### src/rtl/mem_exception_if.sv
// rtl/mem_exception_if.sv - pipeline-side bus of the memory-access exception unit
interface mem_exception_if #(
    parameter int ADDR_W = 32,
    parameter int CNT_W  = 8
);
    logic              i_valid;
    logic              i_mem_read;
    logic              i_mem_write;
    logic [ADDR_W-1:0] i_address;
    logic [ADDR_W-1:0] i_pc;
    logic              i_exc_enable;
    logic              i_ack;
    logic [1:0]        o_changeEPC;
    logic [ADDR_W-1:0] o_epc;
    logic [ADDR_W-1:0] o_bad_addr;
    logic              o_flush;
    logic              o_redirect;
    logic              o_busy;
    logic              o_double;
    logic [CNT_W-1:0]  o_exc_count;

    modport master (
        output i_valid, i_mem_read, i_mem_write, i_address, i_pc, i_exc_enable, i_ack,
        input  o_changeEPC, o_epc, o_bad_addr, o_flush, o_redirect, o_busy, o_double,
               o_exc_count
    );

    modport slave (
        input  i_valid, i_mem_read, i_mem_write, i_address, i_pc, i_exc_enable, i_ack,
        output o_changeEPC, o_epc, o_bad_addr, o_flush, o_redirect, o_busy, o_double,
               o_exc_count
    );
endinterface

### src/rtl/mem_exception_unit.sv
// rtl/mem_exception_unit.sv - classifies memory-stage addresses and sequences flush/redirect/handler
module mem_exception_unit #(
    parameter int                ADDR_W       = 32,
    parameter logic [ADDR_W-1:0] MEM_LIMIT    = 32'h00100000,
    parameter logic [ADDR_W-1:0] PROT_LO      = 32'h0000FF00,
    parameter logic [ADDR_W-1:0] PROT_HI      = 32'h00010000,
    parameter int                FLUSH_CYCLES = 3,
    parameter int                CNT_W        = 8
) (
    input  logic             clk,
    input  logic             rst,
    mem_exception_if.slave   bus
);
    typedef enum logic [1:0] {
        ST_IDLE     = 2'd0,
        ST_FLUSH    = 2'd1,
        ST_REDIRECT = 2'd2,
        ST_HANDLER  = 2'd3
    } state_t;

    state_t            state_q, state_d;
    logic [3:0]        flush_cnt_q, flush_cnt_d;
    logic [1:0]        cause_q, cause_d;
    logic [ADDR_W-1:0] epc_q, epc_d;
    logic [ADDR_W-1:0] bad_addr_q, bad_addr_d;
    logic              double_q, double_d;
    logic [CNT_W-1:0]  count_q, count_d;

    logic out_range, prot, fault;

    assign out_range = bus.i_address >= MEM_LIMIT;
    assign prot      = (bus.i_address > PROT_LO) && (bus.i_address < PROT_HI);
    assign fault     = bus.i_valid && (bus.i_mem_read || bus.i_mem_write) && (out_range || prot);

    always_comb begin
        state_d     = state_q;
        flush_cnt_d = flush_cnt_q;
        cause_d     = cause_q;
        epc_d       = epc_q;
        bad_addr_d  = bad_addr_q;
        double_d    = double_q;
        count_d     = count_q;
        unique case (state_q)
            ST_IDLE: begin
                if (fault && bus.i_exc_enable) begin
                    // out_range wins when an address is both beyond the limit and protected
                    cause_d     = out_range ? 2'b01 : 2'b10;
                    epc_d       = bus.i_pc;
                    bad_addr_d  = bus.i_address;
                    flush_cnt_d = 4'(FLUSH_CYCLES - 1);
                    state_d     = ST_FLUSH;
                    if (!(&count_q)) count_d = count_q + CNT_W'(1);
                end
            end
            ST_FLUSH: begin
                if (flush_cnt_q == 4'd0) state_d = ST_REDIRECT;
                else                     flush_cnt_d = flush_cnt_q - 4'd1;
            end
            ST_REDIRECT: state_d = ST_HANDLER;
            ST_HANDLER: begin
                // the enable mask does not hide a fault raised inside the handler
                if (fault) double_d = 1'b1;
                if (bus.i_ack) begin
                    state_d = ST_IDLE;
                    cause_d = 2'b00;
                end
            end
            default: state_d = ST_IDLE;
        endcase
    end

    always_ff @(posedge clk) begin
        if (rst) begin
            state_q     <= ST_IDLE;
            flush_cnt_q <= 4'd0;
            cause_q     <= 2'b00;
            epc_q       <= '0;
            bad_addr_q  <= '0;
            double_q    <= 1'b0;
            count_q     <= '0;
        end else begin
            state_q     <= state_d;
            flush_cnt_q <= flush_cnt_d;
            cause_q     <= cause_d;
            epc_q       <= epc_d;
            bad_addr_q  <= bad_addr_d;
            double_q    <= double_d;
            count_q     <= count_d;
        end
    end

    assign bus.o_changeEPC = cause_q;
    assign bus.o_epc       = epc_q;
    assign bus.o_bad_addr  = bad_addr_q;
    assign bus.o_flush     = (state_q == ST_FLUSH);
    assign bus.o_redirect  = (state_q == ST_REDIRECT);
    assign bus.o_busy      = (state_q != ST_IDLE);
    assign bus.o_double    = double_q;
    assign bus.o_exc_count = count_q;
endmodule

### src/flat_wrapper.sv
// flat-port wrapper written by rule: the top's interface ports become plain ports
module mem_exception_unit_flat 
#(
    parameter int                ADDR_W       = 32,
    parameter logic [ADDR_W-1:0] MEM_LIMIT    = 32'h00100000,
    parameter logic [ADDR_W-1:0] PROT_LO      = 32'h0000FF00,
    parameter logic [ADDR_W-1:0] PROT_HI      = 32'h00010000,
    parameter int                FLUSH_CYCLES = 3,
    parameter int                CNT_W        = 8
)
  (clk, rst, bus_i_valid, bus_i_mem_read, bus_i_mem_write, bus_i_address, bus_i_pc, bus_i_exc_enable, bus_i_ack, bus_o_changeEPC, bus_o_epc, bus_o_bad_addr, bus_o_flush, bus_o_redirect, bus_o_busy, bus_o_double, bus_o_exc_count);
  mem_exception_if #(.ADDR_W(ADDR_W), .CNT_W(CNT_W)) bus_i ();
  input  logic clk;
  input  logic rst;
  input wire logic [$bits(bus_i.i_valid)-1:0] bus_i_valid;
  input wire logic [$bits(bus_i.i_mem_read)-1:0] bus_i_mem_read;
  input wire logic [$bits(bus_i.i_mem_write)-1:0] bus_i_mem_write;
  input wire logic [$bits(bus_i.i_address)-1:0] bus_i_address;
  input wire logic [$bits(bus_i.i_pc)-1:0] bus_i_pc;
  input wire logic [$bits(bus_i.i_exc_enable)-1:0] bus_i_exc_enable;
  input wire logic [$bits(bus_i.i_ack)-1:0] bus_i_ack;
  output wire logic [$bits(bus_i.o_changeEPC)-1:0] bus_o_changeEPC;
  output wire logic [$bits(bus_i.o_epc)-1:0] bus_o_epc;
  output wire logic [$bits(bus_i.o_bad_addr)-1:0] bus_o_bad_addr;
  output wire logic [$bits(bus_i.o_flush)-1:0] bus_o_flush;
  output wire logic [$bits(bus_i.o_redirect)-1:0] bus_o_redirect;
  output wire logic [$bits(bus_i.o_busy)-1:0] bus_o_busy;
  output wire logic [$bits(bus_i.o_double)-1:0] bus_o_double;
  output wire logic [$bits(bus_i.o_exc_count)-1:0] bus_o_exc_count;
  assign bus_i.i_valid = bus_i_valid;
  assign bus_i.i_mem_read = bus_i_mem_read;
  assign bus_i.i_mem_write = bus_i_mem_write;
  assign bus_i.i_address = bus_i_address;
  assign bus_i.i_pc = bus_i_pc;
  assign bus_i.i_exc_enable = bus_i_exc_enable;
  assign bus_i.i_ack = bus_i_ack;
  assign bus_o_changeEPC = bus_i.o_changeEPC;
  assign bus_o_epc = bus_i.o_epc;
  assign bus_o_bad_addr = bus_i.o_bad_addr;
  assign bus_o_flush = bus_i.o_flush;
  assign bus_o_redirect = bus_i.o_redirect;
  assign bus_o_busy = bus_i.o_busy;
  assign bus_o_double = bus_i.o_double;
  assign bus_o_exc_count = bus_i.o_exc_count;
  mem_exception_unit #(.ADDR_W(ADDR_W), .MEM_LIMIT(MEM_LIMIT), .PROT_LO(PROT_LO), .PROT_HI(PROT_HI), .FLUSH_CYCLES(FLUSH_CYCLES), .CNT_W(CNT_W)) u_core (.clk(clk), .rst(rst), .bus(bus_i));
endmodule
### config.mk
export PLATFORM = sky130hd
export DESIGN_NAME = mem_exception_unit_flat
export DESIGN_NICKNAME = d
export VERILOG_FILES = /design/src/rtl/mem_exception_if.sv /design/src/rtl/mem_exception_unit.sv /design/src/flat_wrapper.sv
export SDC_FILE = /design/constraint.sdc
export NUM_CORES = 1
export LEC_CHECK = 0
export CELL_PAD_IN_SITES_DETAIL_PLACEMENT = 0
export CELL_PAD_IN_SITES_GLOBAL_PLACEMENT = 2
export CORE_ASPECT_RATIO = 0.7
export CORE_MARGIN = 1
export CORE_UTILIZATION = 33
export CTS_CLUSTER_DIAMETER = 60
export CTS_CLUSTER_SIZE = 12
export DETAILED_ROUTE_END_ITERATION = 8
export DONT_BUFFER_PORTS = 1
export MAX_ROUTING_LAYER = met4
export PLACE_DENSITY = 0.86
export SYNTH_ARGS = -nofsm -noshare
export SYNTH_HDL_FRONTEND = slang
export SYNTH_SLANG_ARGS = --single-unit
### constraint.sdc
create_clock -name clk -period 2.5 [get_ports clk]
set_clock_uncertainty 0.15 [all_clocks]
set_input_delay 0.375 -clock clk [delete_from_list [all_inputs] [get_ports clk]]
set_output_delay 0.375 -clock clk [all_outputs]
set_load 0.05 [all_outputs]
==> summary.md, run 1 <==
| Metric | Value |
|---|---|
| VDD IR-drop max | `0.349 mV` |
| WL final | `8.32 mm` |
| Post-DP HPWL | `around 5.8 mm` |
| Setup crit end kind | `register` |
| Sw Share | `36.9%` |
| Post-synth EDFFs | `0` |
| Period utilization | `92.2%` |
| CTS Buf Count | `9` |
| Sum Neg Setup Slack | `0 ps` |
| Top-count cell post-synth | `nand2_1` |
| DR DRC count | `0` |
| Worst r2r src | `u_core.state_q[0]` |
| Core region area | `9680 um2` |
| Setup CP Type | `reg -> reg` |
| Fin. max-slew vios | `0` |
| GR peak layer | `met2` |
| Detail Route Antenna Nets | `0` |
| Slew margin rel. | `58.8%` |
| Synth Flop Type | `dfxtp_1` |
| Number of core rows | `30` |
| IO Count | `149` |
| Min-Delay Path Class | `in -> reg` |
| Post-route minimum period | `2310 ps` |
| Synth Instances | `413` |
| DP Area | `3520 um2` |
| CTS Root Buffer Type | `clkbuf_16` |
| Outcome | `finished, final reports clean` |
| Worst r2r path cells | `8` |
| Largest net degree at the start of global routing | `between 70 and 80` |
| Grt total ovfl | `0` |
| Top post-synthesis cells by area | `dfxtp_1, nand2_1, a21oi_1` |
| Register area share after synthesis | `49.5%` |
| Asr flop ratio synth | `0%` |
| Clk network pwr share | `33.6%` |
| Worst Path Arrival | `2370 ps` |
| Fin nets | `504` |
| Pwr Density | `1040 nW/um2` |
| RSZ-0062 raised after global routing | `false` |
| Unique cell type count in the Yosys netlist | `43` |
| Synth cell count leaders | `nand2_1, dfxtp_1, a21oi_1` |
| Final Hold Fails | `0` |
| H-tree levels | `3` |
| Routed wire per std cell | `14.9 um` |
| Design area | `3890 um2` |
| Number of global-route vias before repair | `2610` |
| Final setup fails | `0` |
| Routability Congestion | `0.781` |
| Clk sink count | `81` |
| Syn Nets | `492` |
| Critical path data required time | `between 2000 and 3000 ps` |
| # Max-Cap Violations | `0` |
| Sequential fraction of design power | `46.7%` |
| Worst-Margin Slew | `617 ps` |
| M1 GR Usage | `19.8%` |
| Flop-to-flop setup slack | `190 ps` |
| Longest Clk Path Bufs | `2` |
| Hold EP | `u_core.bus.o_bad_addr[1]` |
| Vias | `2858` |
| Hold_sp | `bus_i_address[1]` |
| CTS clock-pin slew for the worst setup and hold paths | `approximately 60 ps` |
| Number of port buffers | `0` |
| Cell taking the most area after synthesis | `dfxtp_1` |
| Die Y | `85.4 um` |
| # diodes | `0` |
| Layout cells sized above 1 | `12.3%` |
| Via/cell ratio | `about 5` |
| Die area | `10300 um2` |
| YS warnings | `0` |
| Psw | `0.00149 W` |
| TritonCTS clock tree | `yes` |
| Grt met3 use | `8.47%` |
| Tot GR Track Use | `16.3%` |
| Leak pwr | `around 1.4 nW` |
| Initial antenna violation count | `0` |
| Yosys top cell area share | `49.5%` |
| Startpoint types | `register` |
| Register bit total from synthesis | `81` |
| DRT iter0 DRCs | `79` |
| DRT Pass-1 Iters | `4` |
| Synth Area per Inst | `7.94 um2` |
| GR Util met2 | `23.3%` |
| Clk_lat worst skew | `330 ps` |
| R2r endpoint | `u_core.bus.o_exc_count[4]` |
| Comb pwr share | `~20%` |
| Chip width | `121 um` |
| Crit path max fanout | `30` |
| Initial core utilization | `between 30% and 40%` |
| Fmax | `about 0.43 GHz` |
| Syn Std Cell Area | `3280 um2` |
| Internal Power | `around 0.0026 W` |
| First-pass GRT wire length | `12.7 mm` |
| Synthesis-to-layout area growth | `18.8%` |
| Hold Path Depth | `2` |
[per-layer routing]
metal,routed length (um),share of wire [%],up-vias
li1,-,-,1426
met1,3710,45,1288
met2,3420,41,132
met3,1100,13,12
met4,78,0.94,0
met5,0,0,-
[metrics by stage]
| step | hold WS, ps | setup WS, ps | utilization [%] | std cells | total power (W) |
|---|---|---|---|---|---|
| 4_1_cts | 14.2 | 81.9 | 39.9 | 557 | 0.00408 |
| 5_1_grt | 8.58 | 53.4 | 40.2 | 558 | 0.00425 |
| 3_5_place_dp | 303 | 94.0 | 36.4 | 540 | 0.00268 |
| 2_1_floorplan | 311 | 368 | - | 413 | 0.00249 |
| 3_3_place_gp | 300 | 181 | 36.4 | 540 | 0.00266 |
| 6_report | 28.1 | 195 | 40.2 | 558 | 0.00404 |
[power groups by stage]
| stage | Clock [W] | Combinational, W | Sequential (W) |
|---|---|---|---|
| after floorplan | 0 | 0.000585 | 0.00190 |
| after global placement | 0 | 0.000746 | 0.00192 |
| after detailed placement | 0 | 0.000760 | 0.00192 |
| after CTS | 0.00140 | 0.000786 | 0.00189 |
| after global routing | 0.00145 | 0.000888 | 0.00191 |
| final | 0.00136 | 0.000796 | 0.00189 |
[cells in the final DEF, fill, tap and decap left out, drive strengths merged, types with 6 or more instances in the layout]
cell type	count
nand2	138
dfxtp	81
a21oi	78
buf	25
nor2	11
clkbuf	11
o21ai	10
inv	10
nand3	9
ha	8
nor4	6
[how the worst max path moves through the flow]
stage / end / depth (start not counted) / slack (ps) / start
floorplan: u_core.bus.o_exc_count[4] / 5 / 370 / bus_i_address[16]
global placement: u_core.bus.o_exc_count[4] / 8 / 180 / u_core.state_q[0]
detailed placement: u_core.bus.o_exc_count[4] / 8 / 90 / u_core.state_q[0]
CTS: u_core.bus.o_exc_count[4] / 8 / 80 / u_core.state_q[0]
global route: u_core.bus.o_exc_count[4] / 8 / 50 / u_core.state_q[0]
finish: u_core.bus.o_exc_count[4] / 8 / 190 / u_core.state_q[0]
[timing repair]
action	CTS	global route
endpoints found under the setup margin	0	15
endpoints found under the hold margin	73	0
gates resized for setup	0	4
buffers inserted	0	1
hold buffers	1	0
[worst max-delay path: stages (launching register included)]
cell,delay [ps]
dfxtp_1,340
inv_1,120
ha_1,200
o2111ai_2,180
a31oi_4,320
a21oi_4,70
buf_12,180
nor4b_2,280
mux2_2,350
[sequential cells by signal (all words and copies together), names as in the netlist]
signal / count
u_core.bus.o_bad_addr: 32
u_core.bus.o_epc: 32
u_core.bus.o_exc_count: 8
u_core.flush_cnt_q: 4
u_core.bus.o_changeEPC: 2
u_core.state_q: 2
u_core.bus.o_double: 1
[kinds of logic after synthesis]
kind of cell	after synthesis	share of synthesized area [%]
buffers and inverters	33	4.35
adders and majority gates	8	3.05
and+or+nand+nor	182	23.9
AOI/OAI and AO/OA	107	18.6
DFF	81	49.5
muxes	2	0.649
[layout make-up]
cell class,count,area (um2)
clock buffer,11,253
clock inverter,5,62.6
fill,987,5790
inverter,9,33.8
multi-input combinational,299,1540
sequential,81,1620
tap,128,160
timing repair buffer,25,220
Note: power is estimated with default switching activity, not from simulation.
==> run 2, diff against run 1 <==
--- a/config.mk
+++ b/config.mk
@@ -16,6 +16,7 @@
 export DONT_BUFFER_PORTS = 1
 export MAX_ROUTING_LAYER = met4
 export PLACE_DENSITY = 0.86
+export SETUP_SLACK_MARGIN = 0.3
 export SYNTH_ARGS = -nofsm -noshare
 export SYNTH_HDL_FRONTEND = slang
 export SYNTH_SLANG_ARGS = --single-unit
==> summary.md, run 2 (same netlist as run 1, synthesis figures left out) <==
| Metric | Value |
|---|---|
| Hold Path Depth | `2 (unchanged)` |
| Initial core utilization | `33.9% (unchanged)` |
| Critical path data required time | `2570 ps (about the same)` |
| Number of global-route vias before repair | `2641 (was 2610)` |
| Slew margin rel. | `58.8% (about the same)` |
| DRT iter0 DRCs | `109 (was 79)` |
| Hold slack final | `29.1 ps (was 28.1 ps)` |
| Die Y | `85.4 um (unchanged)` |
| Cell family with most CP delay | `compound AO/OA/AOI/OAI gates (unchanged)` |
| GR peak layer | `met2 (unchanged)` |
| Tot GR Track Use | `16.4% (was 16.3%)` |
| Sum Neg Setup Slack | `0 ps (unchanged)` |
| Buf+Inv Stages, Crit Path | `2 (unchanged)` |
| Most common cell after layout, fill and taps aside | `nand2_1 (unchanged)` |
| Fill cells | `981 (was 987)` |
| Setup CP Type | `reg -> reg (unchanged)` |
| Post-route minimum period | `2100 ps (was 2310 ps)` |
| CTS Buf Count | `9 (unchanged)` |
| Fmax | `0.477 GHz (was 0.434 GHz)` |
| Final setup fails | `0 (unchanged)` |
| Grt total ovfl | `0 (unchanged)` |
| Worst Path Arrival | `2170 ps (was 2370 ps)` |
| Levels on crit path | `8 (unchanged)` |
| Largest net degree at the start of global routing | `74 (unchanged)` |
| Outcome | `finished, final reports clean (unchanged)` |
| Routed wire per std cell | `15.0 um (was 14.9 um)` |
| Hold_sp | `bus_i_address[1] (unchanged)` |
| Worst r2r path cells | `8 (unchanged)` |
| CTS clock-pin slew for the worst setup and hold paths | `60 ps (about the same)` |
| TritonCTS clock tree | `yes (unchanged)` |
| Worst-Margin Slew | `618 ps (was 617 ps)` |
| Period utilization | `83.9% (was 92.2%)` |
| Initial antenna violation count | `0 (unchanged)` |
| Vias | `2848 (was 2858)` |
| Pwr Density | `1030 nW/um2 (was 1040 nW/um2)` |
| WL final | `8.46 mm (was 8.32 mm)` |
| Die area | `10300 um2 (unchanged)` |
| Number of core rows | `30 (unchanged)` |
| Crit path cell chain | `inv_2 > ha_4 > o2111ai_4 > a31oi_4 > a21oi_4 > buf_12 > nor4b_4 > mux2_2 (was inv_1 > ha_1 > o2111ai_2 > a31oi_4 > a21oi_4 > buf_12 > nor4b_2 > mux2_2)` |
| Crit path max fanout | `15 (was 30)` |
| DR DRC count | `0 (unchanged)` |
| Longest Clk Path Bufs | `2 (unchanged)` |
| Final Hold Fails | `0 (unchanged)` |
| Cell Count, Final, Fillers Out | `564 (was 558)` |
| Core region area | `9680 um2 (unchanged)` |
| GR Util met2 | `23.7% (was 23.3%)` |
| # Max-Cap Violations | `0 (unchanged)` |
| DRT Pass-1 Iters | `4 (unchanged)` |
| Design area | `4000 um2 (was 3890 um2)` |
| Grt met3 use | `8.33% (was 8.47%)` |
| Detail Route Antenna Nets | `0 (unchanged)` |
| Synthesis-to-layout area growth | `22.1% (was 18.8%)` |
| Via/cell ratio | `5.05 (was 5.12)` |
| Startpoint types | `register (unchanged)` |
| DP Area | `3520 um2 (unchanged)` |
| IO Count | `149 (unchanged)` |
| First-pass GRT wire length | `12.8 mm (was 12.7 mm)` |
| M1 GR Usage | `20.0% (was 19.8%)` |
| Setup crit end kind | `register (unchanged)` |
| Fin. max-slew vios | `0 (unchanged)` |
| Most frequent cells in the layout | `nand2_1, dfxtp_1, a21oi_1 (unchanged)` |
| Post-DP HPWL | `5.79 mm (unchanged)` |
| Clk_lat worst skew | `330 ps (about the same)` |
| Chip width | `121 um (unchanged)` |
| RSZ-0062 raised after global routing | `true (was false)` |
| Leak pwr | `1.41 nW (was 1.37 nW)` |
| Clk sink count | `81 (unchanged)` |
| Fin nets | `510 (was 504)` |
| Placed cells | `540 (unchanged)` |
| Number of port buffers | `0 (unchanged)` |
| Min-Delay Path Class | `in -> reg (unchanged)` |
| Layout cells sized above 1 | `14.7% (was 12.3%)` |
| Slowest-stage cell, CP | `mux2_2 (unchanged)` |
| Worst path max stage delay | `350 ps (about the same)` |
| H-tree levels | `3 (unchanged)` |
| Routability Congestion | `0.781 (unchanged)` |
| VDD IR-drop max | `0.348 mV (was 0.349 mV)` |
| Worst r2r src | `u_core.state_q[0] (unchanged)` |
| CTS Root Buffer Type | `clkbuf_16 (unchanged)` |
| Crit. Startpoint | `u_core.state_q[0] (unchanged)` |
| # diodes | `0 (unchanged)` |
## run 2: layer usage
layer,share of wire [%],up-vias
met2,41,121
met3,13,12
li1,-,1439
met4,0.88,0
met1,46,1276
met5,0,-
## run 2: worst paths after layout
kind,to,slack (ps)
setup / recovery,u_core.bus.o_exc_count[4],400
hold / removal,u_core.bus.o_bad_addr[1],30
setup reg to reg,u_core.bus.o_exc_count[4],400
hold reg to reg,u_core.state_q[1],350
## run 2: per-stage QoR
step	util (%)	worst slack (ps)	power [W]
2_1_floorplan	-	368	0.00249
3_3_place_gp	36.4	181	0.00266
3_5_place_dp	36.4	94.0	0.00268
4_1_cts	40.6	329	0.00412
5_1_grt	41.3	295	0.00434
6_report	41.3	402	0.00413
## run 2: power by group
| part | internal, W | switching (W) | total, W |
|---|---|---|---|
| clock network | 0.000833 | 0.000528 | 0.00136 |
| logic | 0.000341 | 0.000533 | 0.000874 |
| registers | 0.00144 | 0.000461 | 0.00190 |
## run 2: cell type report
class / instances / area [um2] / area share [%]
tap: 128 / 160 / 4.00
clock buffer: 11 / 253 / 6.31
clock inverter: 5 / 62.6 / 1.56
inverter: 9 / 33.8 / 0.844
sequential: 81 / 1620 / 40.6
timing repair buffer: 31 / 287 / 7.16
multi-input combinational: 299 / 1580 / 39.5
## run 2: worst reg2reg max path, stage by stage (launching register included)
cell       delay [ps]
dfxtp_2           340
inv_2              80
ha_4              150
o2111ai_4         160
a31oi_4           260
a21oi_4            70
buf_12            160
nor4b_4           270
mux2_2            350
## run 2: what timing repair did
action,4_1_cts,5_1_grt
hold buffers,1,0
endpoints found under the setup margin,42,45
pin swaps,0,2
gates cloned,0,1
hold endpoints to repair,73,0
setup buffers,2,4
resized for setup,8,6
==> run 3, diff against run 2 <==
==> constraint.sdc (replaced) <==
create_clock -name clk -period 2 [get_ports clk]
set_clock_uncertainty 0.15 [all_clocks]
set_input_delay 0.3 -clock clk [delete_from_list [all_inputs] [get_ports clk]]
set_output_delay 0.3 -clock clk [all_outputs]
set_load 0.05 [all_outputs]
==> summary.md, run 3 (same netlist as run 1, synthesis figures left out) <==
| Metric | Value |
|---|---|
| Via/cell ratio | `5.09 (was 5.05)` |
| Final Hold Fails | `73 (was 0)` |
| Hold slack final | `-127 ps (was 29.1 ps)` |
| Final setup fails | `0 (unchanged)` |
| Core region area | `9680 um2 (unchanged)` |
| Most frequent cells in the layout | `nand2_1, dfxtp_1, a21oi_1 (unchanged)` |
| Fin nets | `524 (was 510)` |
| TritonCTS clock tree | `yes (unchanged)` |
| Crit path max fanout | `5 (was 15)` |
| Placed cells | `550 (was 540)` |
| CTS clock-pin slew for the worst setup and hold paths | `60 ps (about the same)` |
| Crit path cell chain | `inv_2 > ha_4 > o2111ai_4 > a21oi_2 > a21oi_4 > buf_4 > nor4_2 > a211oi_1 (was inv_2 > ha_4 > o2111ai_4 > a31oi_4 > a21oi_4 > buf_12 > nor4b_4 > mux2_2)` |
| Number of port buffers | `0 (unchanged)` |
| Most common cell after layout, fill and taps aside | `nand2_1 (unchanged)` |
| # diodes | `0 (unchanged)` |
| Setup CP Type | `reg -> reg (unchanged)` |
| CTS Buf Count | `9 (unchanged)` |
| IO Count | `149 (unchanged)` |
| Violated checks | `hold timing` |
| Die area | `10300 um2 (unchanged)` |
| DRT Pass-1 Iters | `4 (unchanged)` |
| Worst r2r path cells | `8 (unchanged)` |
| Worst-Margin Slew | `550 ps (was 618 ps)` |
| Sum Neg Setup Slack | `0 ps (unchanged)` |
| Number of global-route vias before repair | `2696 (was 2641)` |
| Min-Delay Path Class | `in -> reg (unchanged)` |
| Initial antenna violation count | `0 (unchanged)` |
| Setup crit end kind | `register (unchanged)` |
| Post-route minimum period | `1940 ps (was 2100 ps)` |
| Pwr Density | `1270 nW/um2 (was 1030 nW/um2)` |
| VDD IR-drop max | `0.489 mV (was 0.348 mV)` |
| WL final | `8.93 mm (was 8.46 mm)` |
| Longest Clk Path Bufs | `2 (unchanged)` |
| Detail Route Antenna Nets | `0 (unchanged)` |
| Fin. max-slew vios | `0 (unchanged)` |
| Fill cells | `947 (was 981)` |
| DR DRC count | `0 (unchanged)` |
| Clk_lat worst skew | `330 ps (about the same)` |
| Routability Congestion | `0.799 (was 0.781)` |
| Flop-to-flop setup slack | `60 ps (was 400 ps)` |
| Register area | `1630 um2 (was 1620 um2)` |
| Number of core rows | `30 (unchanged)` |
| Initial core utilization | `33.9% (unchanged)` |
| First-pass GRT wire length | `13.4 mm (was 12.8 mm)` |
| Clk sink count | `81 (unchanged)` |
| Largest net degree at the start of global routing | `79 (was 74)` |
| Tot GR Track Use | `17.3% (was 16.4%)` |
| Post-DP HPWL | `6.09 mm (was 5.79 mm)` |
| Die Y | `85.4 um (unchanged)` |
| Outcome | `complete, but fails checks (was finished, final reports clean)` |
| Worst path max stage delay | `360 ps (was 350 ps)` |
| Grt total ovfl | `0 (unchanged)` |
| Critical path data required time | `2050 ps (was 2570 ps)` |
| # Max-Cap Violations | `0 (unchanged)` |
| Period utilization | `97.1% (was 83.9%)` |
| Fmax | `0.515 GHz (was 0.477 GHz)` |
| Vias | `2944 (was 2848)` |
| Startpoint types | `register (unchanged)` |
| Hold Path Depth | `1 (was 2)` |
| Slew margin rel. | `63.3% (was 58.8%)` |
| PnR worst setup slack | `57.1 ps (was 402 ps)` |
| Slowest-stage cell, CP | `nor4_2 (was mux2_2)` |
| Layout cells sized above 1 | `21.3% (was 14.7%)` |
| H-tree levels | `3 (unchanged)` |
| Final core utilization | `44.1% (was 41.3%)` |
| Leak pwr | `1.50 nW (was 1.41 nW)` |
| Multi-input gate area in the final layout | `1680 um2 (was 1580 um2)` |
| Synthesis-to-layout area growth | `30.2% (was 22.1%)` |
| Post-Place Worst Slack | `-221 ps (was 94.0 ps)` |
| Cell Count, Final, Fillers Out | `578 (was 564)` |
| Chip width | `121 um (unchanged)` |
| Routed wire per std cell | `15.4 um (was 15.0 um)` |
| RSZ-0062 raised after global routing | `true (unchanged)` |
| DRT iter0 DRCs | `65 (was 109)` |
| CTS Root Buffer Type | `clkbuf_16 (unchanged)` |
| Worst Path Arrival | `1990 ps (was 2170 ps)` |
run 3: critical path: cells and delay by family, from the launching register on:
family	cells	cell delay (ps)
adder cells (fa/ha/maj)	1	150
buffers and inverters	2	230
AO/OA/AOI/OAI	4	600
AND/OR/NAND/NOR	1	360
flip-flops	1	320
run 3: cell type report:
type	count	area share, %
well taps	128	3.75
flip-flops and latches	81	38.1
multi-input cells	299	39.4
repair buffers	45	10.9
clock inverters	5	1.29
clock buffers	11	5.69
inverters	9	0.850
run 3: repair_timing:
action	4_1_cts	5_1_grt
gates resized for setup	33	11
endpoints found under the setup margin	83	83
cloned	1	0
pin swaps	11	8
hold endpoints to repair	74	74
buffers inserted	8	3
run 3: stage by stage:
stage / cell area [um2] / power [W]
floorplan: 3360 / 0.00316
global placement: 3670 / 0.00344
detailed placement: 3670 / 0.00347
CTS: 4200 / 0.00541
global route: 4270 / 0.00569
finish: 4270 / 0.00543
run 3: final timing paths:
kind | start | endpoint
setup / recovery | u_core.state_q[1] | u_core.bus.o_exc_count[6]
setup reg to reg | u_core.state_q[1] | u_core.bus.o_exc_count[6]
hold / removal | rst | u_core.bus.o_exc_count[1]
hold reg to reg | u_core.flush_cnt_q[3] | u_core.flush_cnt_q[3]
run 3: where the power goes:
part | internal (W) | switching, W
Combinational | 0.000662 | 0.000756
Sequential | 0.00180 | 0.000566
Clock | 0.000997 | 0.000648
run 3: metal layers:
metal | global-route usage [%] | up-vias | part of all wire [%]
met5 | - | - | 0
met1 | 21.5 | 1353 | 45
met2 | 25.3 | 116 | 43
li1 | - | 1462 | -
met4 | 4.71 | 0 | 1.3
met3 | 7.66 | 13 | 10
